`src/rtl/finish_arbiter.sv`:
```
// finish_arbiter: round-robin arbiter for processor finish requests.
// Each grant runs a scoreboard flush handshake, then returns a one-cycle ack.
//
// Ports:
//   i_clk, i_rst          clock, synchronous active-high reset
//   i_finish[P]           per-processor finish request (level, held until acked)
//   i_finish_id[P*ID_W]   finished cmd id per processor, slice p = [p*ID_W +: ID_W]
//   o_map_flush           scoreboard flush request (level)
//   o_map_cmd_id          cmd id to flush
//   o_map_proc_id         granted processor index
//   i_map_ack             scoreboard flush complete
//   o_ack[P]              one-hot, one-cycle ack to the granted processor
//   o_busy                high whenever the arbiter is not idle
//   o_err                 sticky watchdog error
//
// Build option FINISH_TIMEOUT_EN: abandon a flush after TIMEOUT_CYCLES
// cycles without i_map_ack and raise o_err. Undefined: wait forever, o_err=0.

module finish_arbiter #(
    parameter int PROC_COUNT     = 4,
    parameter int ID_W           = 8,
    parameter int TIMEOUT_CYCLES = 255
) (
    input  logic                            i_clk,
    input  logic                            i_rst,
    input  logic [PROC_COUNT-1:0]           i_finish,
    input  logic [PROC_COUNT*ID_W-1:0]      i_finish_id,
    output logic                            o_map_flush,
    output logic [ID_W-1:0]                 o_map_cmd_id,
    output logic [$clog2(PROC_COUNT)-1:0]   o_map_proc_id,
    input  logic                            i_map_ack,
    output logic [PROC_COUNT-1:0]           o_ack,
    output logic                            o_busy,
    output logic                            o_err
);

    localparam int PW = $clog2(PROC_COUNT);

    if (PROC_COUNT < 2) begin : g_bad_count
        $error("finish_arbiter: PROC_COUNT must be at least 2");
    end
    if (TIMEOUT_CYCLES < 1) begin : g_bad_timeout
        $error("finish_arbiter: TIMEOUT_CYCLES must be positive");
    end

    typedef enum logic [1:0] {
        IDLE,
        FLUSH,
        SEND_ACK
    } state_t;

    state_t                state_q;
    state_t                state_d;
    logic [PW-1:0]         rr_ptr_q;
    logic [PW-1:0]         grant_q;
    logic [ID_W-1:0]       id_q;
    logic [PROC_COUNT-1:0] mask_q;

    logic                  flush_q;
    logic [ID_W-1:0]       cmd_q;
    logic [PW-1:0]         pid_q;
    logic [PROC_COUNT-1:0] ack_q;
    logic                  busy_q;

    logic [PROC_COUNT-1:0] req;
    logic                  found;
    logic                  take;
    logic [PW-1:0]         pick;
    logic [PW-1:0]         pick_next;
    logic [ID_W-1:0]       pick_id;
    logic [PW:0]           sum;
    logic [PW-1:0]         idx;

`ifdef FINISH_TIMEOUT_EN
    localparam int CW = $clog2(TIMEOUT_CYCLES + 1);
    logic [CW-1:0] cnt_q;
    logic          timeout;
    logic          err_q;
`endif

    // Round-robin search starting at rr_ptr; the processor just acked is
    // masked for one IDLE cycle so a late drop of i_finish is not re-granted.
    always_comb begin
        req   = i_finish & ~mask_q;
        found = 1'b0;
        pick  = '0;
        sum   = '0;
        idx   = '0;
        for (int i = 0; i < PROC_COUNT; i++) begin
            sum = {1'b0, rr_ptr_q} + (PW+1)'(i);
            if (sum >= (PW+1)'(PROC_COUNT)) begin
                sum = sum - (PW+1)'(PROC_COUNT);
            end
            idx = sum[PW-1:0];
            if (!found && req[idx]) begin
                found = 1'b1;
                pick  = idx;
            end
        end
    end

    always_comb begin
        pick_id = '0;
        for (int i = 0; i < PROC_COUNT; i++) begin
            if (pick == PW'(i)) begin
                pick_id = i_finish_id[i*ID_W +: ID_W];
            end
        end
    end

    assign pick_next = (pick == PW'(PROC_COUNT - 1)) ? '0 : pick + PW'(1);

    always_comb begin
        state_d = state_q;
        take    = 1'b0;
`ifdef FINISH_TIMEOUT_EN
        timeout = 1'b0;
`endif
        unique case (state_q)
            IDLE: begin
                if (found) begin
                    state_d = FLUSH;
                    take    = 1'b1;
                end
            end
            FLUSH: begin
                if (i_map_ack) begin
                    state_d = SEND_ACK;
`ifdef FINISH_TIMEOUT_EN
                end else if (cnt_q == CW'(TIMEOUT_CYCLES - 1)) begin
                    // This is the last ack-less cycle the watchdog allows.
                    state_d = IDLE;
                    timeout = 1'b1;
`endif
                end
            end
            SEND_ACK: state_d = IDLE;
            default:  state_d = IDLE;
        endcase
    end

    always_ff @(posedge i_clk) begin
        if (i_rst) begin
            state_q  <= IDLE;
            rr_ptr_q <= '0;
            grant_q  <= '0;
            id_q     <= '0;
            mask_q   <= '0;
        end else begin
            state_q <= state_d;
            if (take) begin
                grant_q  <= pick;
                id_q     <= pick_id;
                rr_ptr_q <= pick_next;
            end
            mask_q <= (state_q == SEND_ACK) ?
                      (PROC_COUNT'(1) << grant_q) : '0;
        end
    end

    // Outputs are registered from the next state so they line up with it.
    always_ff @(posedge i_clk) begin
        if (i_rst) begin
            flush_q <= 1'b0;
            cmd_q   <= '0;
            pid_q   <= '0;
            ack_q   <= '0;
            busy_q  <= 1'b0;
        end else begin
            flush_q <= (state_d == FLUSH);
            busy_q  <= (state_d != IDLE);
            cmd_q   <= (state_d != FLUSH) ? '0 : (take ? pick_id : id_q);
            pid_q   <= (state_d != FLUSH) ? '0 : (take ? pick : grant_q);
            ack_q   <= (state_d == SEND_ACK) ?
                       (PROC_COUNT'(1) << grant_q) : '0;
        end
    end

`ifdef FINISH_TIMEOUT_EN
    always_ff @(posedge i_clk) begin
        if (i_rst) begin
            cnt_q <= '0;
            err_q <= 1'b0;
        end else begin
            if (take) begin
                cnt_q <= '0;
            end else if (state_q == FLUSH && !i_map_ack) begin
                cnt_q <= cnt_q + CW'(1);
            end
            if (timeout) begin
                err_q <= 1'b1;
            end
        end
    end

    assign o_err = err_q;
`else
    assign o_err = 1'b0;
`endif

    assign o_map_flush   = flush_q;
    assign o_map_cmd_id  = cmd_q;
    assign o_map_proc_id = pid_q;
    assign o_ack         = ack_q;
    assign o_busy        = busy_q;

endmodule
```
`config.mk`:
```
export PLATFORM = sky130hd
export DESIGN_NAME = finish_arbiter
export DESIGN_NICKNAME = d
export VERILOG_FILES = /design/src/rtl/finish_arbiter.sv
export SDC_FILE = /design/constraint.sdc
export NUM_CORES = 1
export LEC_CHECK = 0
export CORE_MARGIN = 4
export CORE_UTILIZATION = 48
export DETAILED_ROUTE_END_ITERATION = 8
export PLACE_DENSITY = 0.81
export SLEW_MARGIN = 30
export SYNTH_ARGS = -nofsm -noshare
export SYNTH_HDL_FRONTEND = slang
export SYNTH_SLANG_ARGS = --single-unit
```
`constraint.sdc`:
```
create_clock -name i_clk -period 6.7 [get_ports i_clk]
set_input_delay 1.34 -clock i_clk [delete_from_list [all_inputs] [get_ports i_clk]]
set_output_delay 1.34 -clock i_clk [all_outputs]
set_load 0.02 [all_outputs]
```
==> impl_metrics.toml, run 1 <==
[status]
run_status = "complete, no violations"

[logic_synthesis]
synth_fa_ha_area_share_pct = 3.01
synth_xor_area_share_pct = 0
yosys-top-cells-area = "dfxtp_1 (41%), o32ai_2 (7.8%), nor2_1 (5.9%)"
synthFlopType = "dfxtp_1"
synth_commonest_cells = "dfxtp_1 (34), nor2_1 (26), nand2_1 (22)"
yosysSeqAreaShare_pct = 40.9
ys_seq_elements = 34
synthArstFlopShare_pct = 0
yosys.area_share.simple_pct = 22.6
synth_top_family_by_area = "compound AO/OA/AOI/OAI gates"
yosys.area.top_type_share_pct = 40.9
yosysMostFrequentCell = "dfxtp_1"
synth_compound_area_share_pct = 25.2
yosysTopAreaCell = "dfxtp_1"
synthMuxAreaShare_pct = 0.602
synthCells = 179
yosysUniqueCellTypes = 40
synth_edf_count = 0
syn-num-nets = 222
ys_warn_count = 0
syn_area_um2 = 1660
syn_avg_cell_area_um2 = 9.30

[pwr]
ir_drop_uv = 172
p_per_area_nw_per_um2 = 239
leakage_nw = 0.878

[timing]
tightest_slew_ps = 653
setup_viol = 0
relSlewSlack_pct = 56.3
rsz0062_at_grt = "no"
drv_slew = 0
hold-worst-slack_ps = 497
period_share_pct = 56.2
min_period_ps = 3770
fmax_mhz = 265
fin_ws_ps = 2930
hold_viol = 0
tns_ps = 0
finClkSkew_ps = 10.9

[drt]
initialDrtViolationCount = 118
dr_wl_met3_um = 203
route.detailed.drc = 0
route.top_layer_used = "met4"
postRouteAntennaNets = 0
vias = 1397
drt-wirelength-per-cell_um = 14.0
firstDrtPassIters = 4
drt_wl_total_mm = 3.84
vias_per_cell = 5.08
met1_length_mm = 1.88
wl_met2_mm = 1.72

[worst_setup_path]
setup.worst_path.class = "input port to register"
worstPathRequired_ps = 6950
crit_path_start_kind = "input port"
rr_startpoint = "mask_q[2]$_SDFF_PP0_"
r2r_cells = 9
worstSetupEndpointType = "register"
cp_max_fo = 16
cp_data_arrival_time_ps = 4020
r2r_end = "id_q[1]$_SDFF_PP0_"
rrSetupSlack_ps = 4060

[global_routing]
grt_pass1_vias = 1284
grt_pass1_wl_mm = 5.95
grt_max_degree = 17
grtUsageTotal_pct = 17.5
grt_antenna_before_repair = 0
grt_overflow = 0

[cts]
clk_path_buf_depth = 2
cts.reportedPaths.clkPinSlew_ps = 90
cts_hold_buf = 0
cts_resized = 0
clock_tree.root_cell = "clkbuf_4"
cts_buffers = 5
insertion_delay_ps = 320
post_cts_buffers = 0
clock_sinks = 34
htree_levels = 2
cts_tree = "yes"

[die]
num_rows = 21
initial_core_util_pct = 49.9
die_h_um = 66.9
die_w_um = 66.9
die_area_um2 = 4470
io-pin-count = 56
core_area_um2 = 3340

[worst_hold_path]
worstHoldStart = "id_q[3]$_SDFF_PP0_"
min_to = "id_q[3]$_SDFF_PP0_"
hold_path.class = "register to register"
whs_path_depth = 2

[job]
drv_cap = 0

[cells_and_area]
synthToLayoutAreaGrowth_pct = 34.7
nets = 273
final_util_pct = 67.2
drive_gt1_share_pct = 12.7
num_antenna_cells = 0

[placed_design]
dp_worst_setup_slack_ps = 2620
io_buffers = 54
dpl.hpwl_mm = 2.89
gp_congestion = 0.770
-- how the worst max path moves through the flow --
| stage | start | end | slack [ps] | depth (start not counted) |
|---|---|---|---|---|
| 2_1_floorplan | i_finish[2] | id_q[6]$_SDFF_PP0_ | 3460 | 10 |
| 3_3_place_gp | i_finish[0] | o_map_cmd_id[1]$_SDFF_PP0_ | 2720 | 10 |
| 3_5_place_dp | i_finish[0] | o_map_cmd_id[1]$_SDFF_PP0_ | 2620 | 10 |
| 4_1_cts | i_finish[0] | o_map_cmd_id[1]$_SDFF_PP0_ | 2960 | 10 |
| 5_1_grt | i_finish[2] | id_q[1]$_SDFF_PP0_ | 2760 | 10 |
| 6_report | i_finish[0] | id_q[1]$_SDFF_PP0_ | 2930 | 10 |
-- cell type report --
| class | instances | area (µm²) |
|---|---|---|
| Timing Repair Buffer | 54 | 541 |
| Fill cell | 296 | 1100 |
| Inverter | 14 | 52.6 |
| Tap cell | 46 | 57.6 |
| Clock buffer | 6 | 51.3 |
| Multi-Input combinational cell | 121 | 858 |
| Sequential cell | 34 | 681 |
-- logic make-up after synthesis --
kind of cell | Yosys count
other | 1
AOI/OAI and AO/OA | 39
muxes | 1
and+or+nand+nor | 76
adders and majority gates | 4
buffers and inverters | 24
DFF | 34
-- cells in the final DEF (no fill, tap or decap), drive strengths merged, types with 2 or more instances in the layout --
master and count:
a211oi 2, a21oi 11, a221oi 8, a311oi 2
clkbuf 6, clkdlybuf4s50 54, dfxtp 34, ha 4
inv 14, nand2 22, nand2b 6, nand3b 8
nor2 28, nor2b 2, nor3 2, o21ai 3
o32ai 8, or2 2, or3b 2
-- where the power goes --
part           internal (mW)  switching, mW  total [mW]
clock                 0.0472         0.0566       0.104
combinational         0.0938         0.0996       0.193
sequential             0.225         0.0131       0.238
total                  0.366          0.169       0.535
-- metal layers --
metal  track usage (%)  up-vias
met3              4.72        2
met5                 0        -
met2              26.1       44
li1                  -      718
met1              24.5      633
met4              5.32        0
-- stage by stage --
step,power (mW),instances,area [µm²]
after floorplan,0.373,179,1660
after global placement,0.432,269,2190
after detailed placement,0.435,269,2190
after CTS,0.541,275,2240
after global routing,0.569,275,2240
final,0.535,275,2240
-- flip-flops by register name, summed over array words and instances, names as in the netlist --
signal and count:
grant_q 2, id_q 8, mask_q 4, o_ack 4, o_busy 1, o_map_cmd_id 8
o_map_flush 1, o_map_proc_id 2, rr_ptr_q 2, state_q 2
-- worst max-delay path: stages --
cell	delay (ps)
clkdlybuf4s50_1	530
nand2b_1	160
o221a_2	290
or2_1	260
and2_1	190
ha_1	350
nand3b_1	220
a221oi_1	400
o32ai_2	170
nor2_1	120
Note: power is estimated with default switching activity, not from simulation.
==> inputs of run 2 (changes only) <==
--- a/config.mk
+++ b/config.mk
@@ -6,9 +6,9 @@
 export NUM_CORES = 1
 export LEC_CHECK = 0
 export CORE_MARGIN = 4
-export CORE_UTILIZATION = 48
+export CORE_UTILIZATION = 45
 export DETAILED_ROUTE_END_ITERATION = 8
-export PLACE_DENSITY = 0.81
+export PLACE_DENSITY = 0.76
 export SLEW_MARGIN = 30
 export SYNTH_ARGS = -nofsm -noshare
 export SYNTH_HDL_FRONTEND = slang
==> constraint.sdc (replaced) <==
create_clock -name i_clk -period 3.8 [get_ports i_clk]
set_input_delay 0.76 -clock i_clk [delete_from_list [all_inputs] [get_ports i_clk]]
set_output_delay 0.76 -clock i_clk [all_outputs]
set_load 0.02 [all_outputs]
==> run 2 against run 1 <==
  * Global-route usage rose by 0.31 points
  * Clock power rose by 130%
  * Clock skew down 8.0 ps
  * Non-clock buffer count unchanged
  * Critical path depth is the same
  * Total power grew 86%
  * Die area up 5.9%
  * Sequential power rose by 77%
  * Sequential share of layout area decreased by 0.34 points
  * Combinational power rose by 76%
  * Largest cell class unchanged
==> impl_metrics.toml, run 2 (synthesized netlist as in run 1, its figures left out) <==
[status]
run_status = "complete, no violations"

[global_routing]
grt_max_degree = 17
grt_antenna_before_repair = 0
grt_overflow = 0
grtUsageTotal_pct = 17.8
grt_pass1_vias = 1404
grt_pass1_wl_mm = 6.23

[timing]
tns_ps = 0
fmax_mhz = 309
rsz0062_at_grt = "no"
tightest_slew_ps = 629
relSlewSlack_pct = 58.0
finClkSkew_ps = 2.90
drv_slew = 0
min_period_ps = 3240
setup_viol = 0
hold_viol = 0
period_share_pct = 85.2

[worst_setup_path]
worstPathRequired_ps = 4010
cp_max_fo = 16
critPathMaxStageDelay_ps = 510
crit_family = "simple AND/OR/NAND/NOR gates"
worst-path-buf-inv = 1
setup.worst_path.class = "input port to register"
cp_data_arrival_time_ps = 3450
cp_slowest_cell = "clkdlybuf4s50_1"
rrSetupSlack_ps = 1170
crit_path_start_kind = "input port"
worstSetupEndpointType = "register"
crit_chain = "clkdlybuf4s50_1, nand2b_1, o221a_2, or2_1, and2_1, ha_1, nand3b_1, a221oi_1, o32ai_2, nor2_1"

[drt]
drt_wl_total_mm = 3.94
initialDrtViolationCount = 77
vias_per_cell = 5.11
drt-wirelength-per-cell_um = 14.3
vias = 1411
firstDrtPassIters = 4
postRouteAntennaNets = 0
route.detailed.drc = 0

[cells_and_area]
layout_common_cells = "clkdlybuf4s50_1 (54), dfxtp_1 (34), nor2_1 (26)"
final_cells = 276
synthToLayoutAreaGrowth_pct = 36.2
num_antenna_cells = 0
nets = 273
layout_commonest_cell = "clkdlybuf4s50_1"
drive_gt1_share_pct = 12.2
final_util_pct = 65.8

[pwr]
pwr-share-clk_pct = 23.6
seqPwrFrac_pct = 42.3
switching_power_uw = 307
sw_frac_of_total_pct = 30.8
internal-power_uw = 688
p_per_area_nw_per_um2 = 439
leakage_nw = 0.886
p_comb_share_pct = 34.1
p_total_uw = 995
ir_drop_uv = 334

[die]
initial_core_util_pct = 48.3
num_rows = 21
die_area_um2 = 4730
io-pin-count = 56
die_h_um = 68.8
core_area_um2 = 3440
die_w_um = 68.8

[cts]
clock_tree.root_cell = "clkbuf_8"
clock_sinks = 34
insertion_delay_ps = 280
clk_path_buf_depth = 2
cts_resized = 0
post_cts_buffers = 0
cts.reportedPaths.clkPinSlew_ps = 60
cts_hold_buf = 0
htree_levels = 2
cts_tree = "yes"
cts_buffers = 5

[placed_design]
placedCellCount = 269
gp_congestion = 0.793
dpl.hpwl_mm = 3.04
io_buffers = 54

[job]
drv_cap = 0

[worst_hold_path]
hold_path.class = "register to register"
## run 2: routing by layer
layer	routed length (µm)	vias to the layer above	GRT usage [%]
met2	1850	39	29.6
met1	1810	650	22.4
met3	209	5	2.92
li1	-	717	-
met4	66	0	8.76
met5	0	-	0
## run 2: layout make-up
cell class              instances  area, µm²
fillers                       281       1180
multi-input cells             121        858
flip-flops and latches         34        681
repair buffers                 54        541
clock buffers                   7       76.3
well taps                      46       57.6
inverters                      14       52.6
## run 2: through the flow
step	hold slack, ps	setup WS (ps)	area (µm²)
6_report	492	564	2270
5_1_grt	514	346	2270
4_1_cts	498	566	2270
3_5_place_dp	484	268	2190
3_3_place_gp	476	389	2190
2_1_floorplan	465	1140	1660
## run 2: tightest hold or removal path, stage by stage, from the launching register on
cell and delay, ps:
dfxtp_1 320, o32ai_2 70, nor2_1 70
## run 2: power groups by stage
stage | sequential (mW) | clock [mW] | combinational (mW)
floorplan | 0.446 | 0 | 0.212
global placement | 0.427 | 0 | 0.334
detailed placement | 0.428 | 0 | 0.341
CTS | 0.421 | 0.243 | 0.342
global route | 0.425 | 0.258 | 0.376
finish | 0.421 | 0.235 | 0.340
## run 2: path summary, 6_finish.rpt
kind / from / to / cells after the start
max reg2reg: mask_q[2]$_SDFF_PP0_ / o_map_cmd_id[3]$_SDFF_PP0_ / 9
min reg2reg: id_q[1]$_SDFF_PP0_ / id_q[1]$_SDFF_PP0_ / 2
min: id_q[1]$_SDFF_PP0_ / id_q[1]$_SDFF_PP0_ / 2
max: i_finish[0] / o_map_cmd_id[3]$_SDFF_PP0_ / 10
==> inputs of run 3 (changes only) <==
--- a/config.mk
+++ b/config.mk
@@ -5,10 +5,13 @@
 export SDC_FILE = /design/constraint.sdc
 export NUM_CORES = 1
 export LEC_CHECK = 0
+export CELL_PAD_IN_SITES_DETAIL_PLACEMENT = 1
+export CELL_PAD_IN_SITES_GLOBAL_PLACEMENT = 2
 export CORE_MARGIN = 4
-export CORE_UTILIZATION = 45
+export CORE_UTILIZATION = 26
 export DETAILED_ROUTE_END_ITERATION = 8
-export PLACE_DENSITY = 0.76
+export MAX_ROUTING_LAYER = met4
+export PLACE_DENSITY = 0.75
 export SLEW_MARGIN = 30
 export SYNTH_ARGS = -nofsm -noshare
 export SYNTH_HDL_FRONTEND = slang
==> run 3 against run 2 <==
  * Register-to-register slack worse by 40 ps
  * Maximum frequency fell by 0.48%
  * Routed wire length up 15%
  * Die area rose by 64%
  * Cell area rose by 2.6%
  * Global-route usage decreased by 5.5 points
  * First-iteration DRC count shrank 25%
  * Critical path type unchanged
  * Critical endpoint is now id_q[4]$_SDFF_PP0_
  * Highest routed layer unchanged
==> impl_metrics.toml, run 3 (synthesized netlist as in run 1, its figures left out) <==
[global_routing]
grt_antenna_before_repair = 0
grtUsageTotal_pct = 12.4
grt_max_degree = 17
grt_overflow = 0
grt_pass1_wl_mm = 7.24
grt_pass1_vias = 1431

[drt]
vias = 1422
vias_per_cell = 4.63
postRouteAntennaNets = 0
dr_wl_met3_um = 230
route.top_layer_used = "met4"
met1_length_mm = 2.21
drt-wirelength-per-cell_um = 14.8
wl_met2_mm = 2.04
route.detailed.drc = 0
initialDrtViolationCount = 58
firstDrtPassIters = 4
drt_wl_total_mm = 4.53

[cells_and_area]
regArea_um2 = 681
final_cells = 307
num_antenna_cells = 0
multi_input_area_um2 = 858
synthToLayoutAreaGrowth_pct = 39.7
nets = 274
nFillCells = 702
final_util_pct = 38.4
drive_gt1_share_pct = 13.4
layout_common_cells = "clkdlybuf4s50_1 (54), dfxtp_1 (34), nor2_1 (26)"
layout_commonest_cell = "clkdlybuf4s50_1"

[cts]
cts_resized = 0
cts.reportedPaths.clkPinSlew_ps = 60
clock_sinks = 34
cts_buffers = 5
cts_tree = "yes"
post_cts_buffers = 0
cts_hold_buf = 0
insertion_delay_ps = 280
clk_path_buf_depth = 2
htree_levels = 2
clock_tree.root_cell = "clkbuf_8"

[worst_setup_path]
crit_start = "i_finish[0]"
crit_path_start_kind = "input port"
setup.worst_path.class = "input port to register"
rrSetupSlack_ps = 1130
crit_cells = 11
crit_family = "compound AO/OA/AOI/OAI gates"
r2r_end = "id_q[2]$_SDFF_PP0_"
critPathMaxStageDelay_ps = 510
crit_chain = "clkdlybuf4s50_1, nand2b_1, o221a_2, or2_1, nand2_1, ha_1, buf_4, a21oi_1, a221oi_1, o32ai_2, nor2_1"
worstPathRequired_ps = 4010
worstSetupEndpointType = "register"
cp_data_arrival_time_ps = 3460
cp_max_fo = 14
rr_startpoint = "mask_q[1]$_SDFF_PP0_"
r2r_cells = 9
worst-path-buf-inv = 2
cp_slowest_cell = "clkdlybuf4s50_1"

[die]
core_area_um2 = 6060
initial_core_util_pct = 27.5
io-pin-count = 56
die_area_um2 = 7740
die_w_um = 88
num_rows = 28
die_h_um = 88

[worst_hold_path]
hold_path.class = "register to register"
whs_path_depth = 2
min_to = "id_q[3]$_SDFF_PP0_"
worstHoldStart = "id_q[3]$_SDFF_PP0_"

[timing]
period_share_pct = 85.6
tightest_slew_ps = 674
finClkSkew_ps = 2.73
hold-worst-slack_ps = 493
relSlewSlack_pct = 54.9
fmax_mhz = 307
setup_viol = 0
hold_viol = 0
min_period_ps = 3250
fin_ws_ps = 548
drv_slew = 0
tns_ps = 0
rsz0062_at_grt = "no"

[placed_design]
placedCellCount = 299
io_buffers = 54
dpl.hpwl_mm = 3.46
gp_congestion = 0.757
dp_worst_setup_slack_ps = 237

[pwr]
leakage_nw = 0.901
p_per_area_nw_per_um2 = 445
ir_drop_uv = 223

[status]
run_status = "complete, no violations"

[job]
drv_cap = 0
run 3: worst max-delay path by stage:
stage | end
final | id_q[4]$_SDFF_PP0_
after detailed placement | o_map_cmd_id[4]$_SDFF_PP0_
after global routing | o_map_cmd_id[1]$_SDFF_PP0_
after CTS | id_q[4]$_SDFF_PP0_
after global placement | o_map_cmd_id[4]$_SDFF_PP0_
after floorplan | id_q[6]$_SDFF_PP0_
run 3: metal layers:
layer	global-route usage, %	vias up
li1	-	718
met1	17.0	669
met2	18.2	31
met3	2.07	4
met4	4.60	0
met5	-	-
run 3: power breakdown:
group / internal [mW] / leakage (nW) / switching (mW)
clock: 0.146 / 0.0482 / 0.119
sequential: 0.397 / 0.280 / 0.0232
combinational: 0.168 / 0.573 / 0.182
total: 0.711 / 0.901 / 0.324
run 3: tightest hold or removal path, cell delays in order (launching register included):
cell	delay, ps
dfxtp_1	320
o32ai_2	70
nor2_1	70
run 3: layout make-up:
class	instances	share of cell area (%)
multi-input cells	121	36.9
flip-flops and latches	34	29.3
repair buffers	55	23.6
well taps	75	4.04
clock buffers	7	3.71
inverters	14	2.26
clock inverters	1	0.215
run 3: metrics by stage:
| stage | power (mW) | cell area [µm²] |
|---|---|---|
| after floorplan | 0.658 | 1660 |
| after global placement | 0.779 | 2230 |
| after detailed placement | 0.782 | 2230 |
| after CTS | 1.05 | 2320 |
| after global routing | 1.10 | 2320 |
| final | 1.04 | 2320 |
==> edit, RTL diff (config.mk and constraints of run 2) <==
Add a define of `FINISH_TIMEOUT_EN`.
--- a/src/rtl/finish_arbiter.sv
+++ b/src/rtl/finish_arbiter.sv
@@ -18,2 +18,4 @@
 
+`define FINISH_TIMEOUT_EN
+
 module finish_arbiter #(
Check against the original RTL: same outputs for any inputs over 10 cycles, from zero or initial values and one cycle with i_rst high; that may be too few to reach the edited logic, so the function may still have changed.
==> edit against run 2 <==
- sequential cell count rose by 9
- sequential share of layout area rose by 2.3 points
- design area rose by 18%
- total power rose by 15%
- wire length rose by 14%
- setup slack improved by 270 ps
- area after synthesis rose by 20%
- via count rose by 17%
==> edit: results (changes against run 2) <==
Synthesis
  • Largest cells by area after synthesis: dfxtp_1 (43%), a21oi_2 (5.3%), nand2_1 (4.3%) (was dfxtp_1 (41%), o32ai_2 (7.8%), nor2_1 (5.9%))
  • Adder-cell share of the synthesized area: 3.75% (was 3.01%)
  • Post-Synth XOR/XNOR Area: 3.06% (was 0%)
  • Synth cell types: 51 (was 40)
  • Sequential element share of the synthesized area: 43.0% (was 40.9%)
  • Mux share of post-synthesis cell area: 0% (was 0.602%)

Critical path
  • Worst path arrival time: 3160 ps (was 3450 ps)
  • Crit path largest cell delay: 460 ps (was 510 ps)
  • Worst Path Max Fanout: 10 (was 16)
  • Reg-to-reg startpoint: mask_q[0] (was mask_q[2])
  • R2R Path End: o_map_cmd_id[5] (was o_map_cmd_id[3])

Global route
  • Met3 Use GR: 5.34% (was 2.92%)
  • Pin count of the biggest net entering global routing: 19 (was 17)
  • Wire length of the first global-routing pass: 7460 um (was 6230 um)
  • Met2 Use GR: 27.6% (was 29.6%)
  • Met1 Use GR: 22.4% (about the same)

Clocking
  • Clk Latency, worst-skew pair: 300 ps (was 280 ps)
  • Worst-path clk slew: 80 ps (was 60 ps)

Route
  • Post-Route WL: 4490 um (was 3940 um)
  • Detailed Route Iter0 Violations: 97 (was 77)

Cells and area
  • Number of fill cells: 355 (was 281)
  • Nets@finish: 306 (was 273)
  • Share of layout cells above drive strength 1: 14.5% (was 12.2%)

Outcome
  • Status: finished clean (unchanged)

Pwr
  • Sequential share of power: 45.8% (was 42.3%)
  • P_leak: 0.978 nW (was 0.886 nW)
  • Gate power share: 29.5% (was 34.1%)

Placed design
  • Post-place setup slack: 539 ps (was 268 ps)
  • I/O Buffers: 55 (was 54)
  • Post-detail-place hpwl: 3460 um (was 3040 um)

STA
  • Clock Skew: 6.24 ps (was 2.90 ps)

Worst hold path
  • Hold EP: o_map_cmd_id[0] (was id_q[1])
-- edit: cell count changes after synthesis, moves of 5 or more --
cell and change:
dfxtp_1 +9, inv_1 -7, a21oi_1 -5, o32ai_2 -8, nand3b_1 -5, a21oi_2 +12
nor2_1 -8, o22ai_1 +8, xor2_1 +6, or3_4 +5
-- edit: final cells by class --
cell class / instances / area, um2 / share of cell area [%]
inverter: 8 / 30.0 / 1.13
sequential: 43 / 861 / 32.3
clock buffer: 6 / 72.6 / 2.73
multi-input combinational: 146 / 1060 / 39.8
timing repair buffer: 57 / 566 / 21.2
clock inverter: 2 / 12.5 / 0.470
tap: 50 / 62.6 / 2.35
-- edit: cell families (layout without fill, tap and decap cells) --
logic type / count (synthesis) / after routing
fa+ha+maj: 6 / 6
xor+xnor: 7 / 7
buf+inv: 17 / 73
simple gates: 83 / 83
compound gates: 50 / 50
flops: 43 / 43
-- edit: worst max-delay path by stage --
| stage | to | slack (ps) |
|---|---|---|
| 5_1_grt | o_map_cmd_id[4] | 580 |
| 6_report | o_map_cmd_id[5] | 830 |
| 3_3_place_gp | o_map_cmd_id[5] | 590 |
| 3_5_place_dp | o_map_cmd_id[5] | 540 |
| 4_1_cts | o_map_cmd_id[5] | 860 |
| 2_1_floorplan | id_q[2] | 1250 |
-- edit: metrics by stage --
stage | cell area, um2 | utilization (%) | cells | hold slack [ps]
after CTS | 2660 | 64.3 | 312 | 462
final | 2660 | 64.3 | 312 | 464
after floorplan | 2000 | - | 206 | 437
after global routing | 2660 | 64.3 | 312 | 482
after detailed placement | 2580 | 62.2 | 304 | 449
after global placement | 2580 | 62.2 | 304 | 442
-- edit: routing by layer --
layer	vias up	share of wire, %
met2	42	49
met3	9	5.5
met4	0	1.6
met5	-	0
met1	757	43
li1	840	-
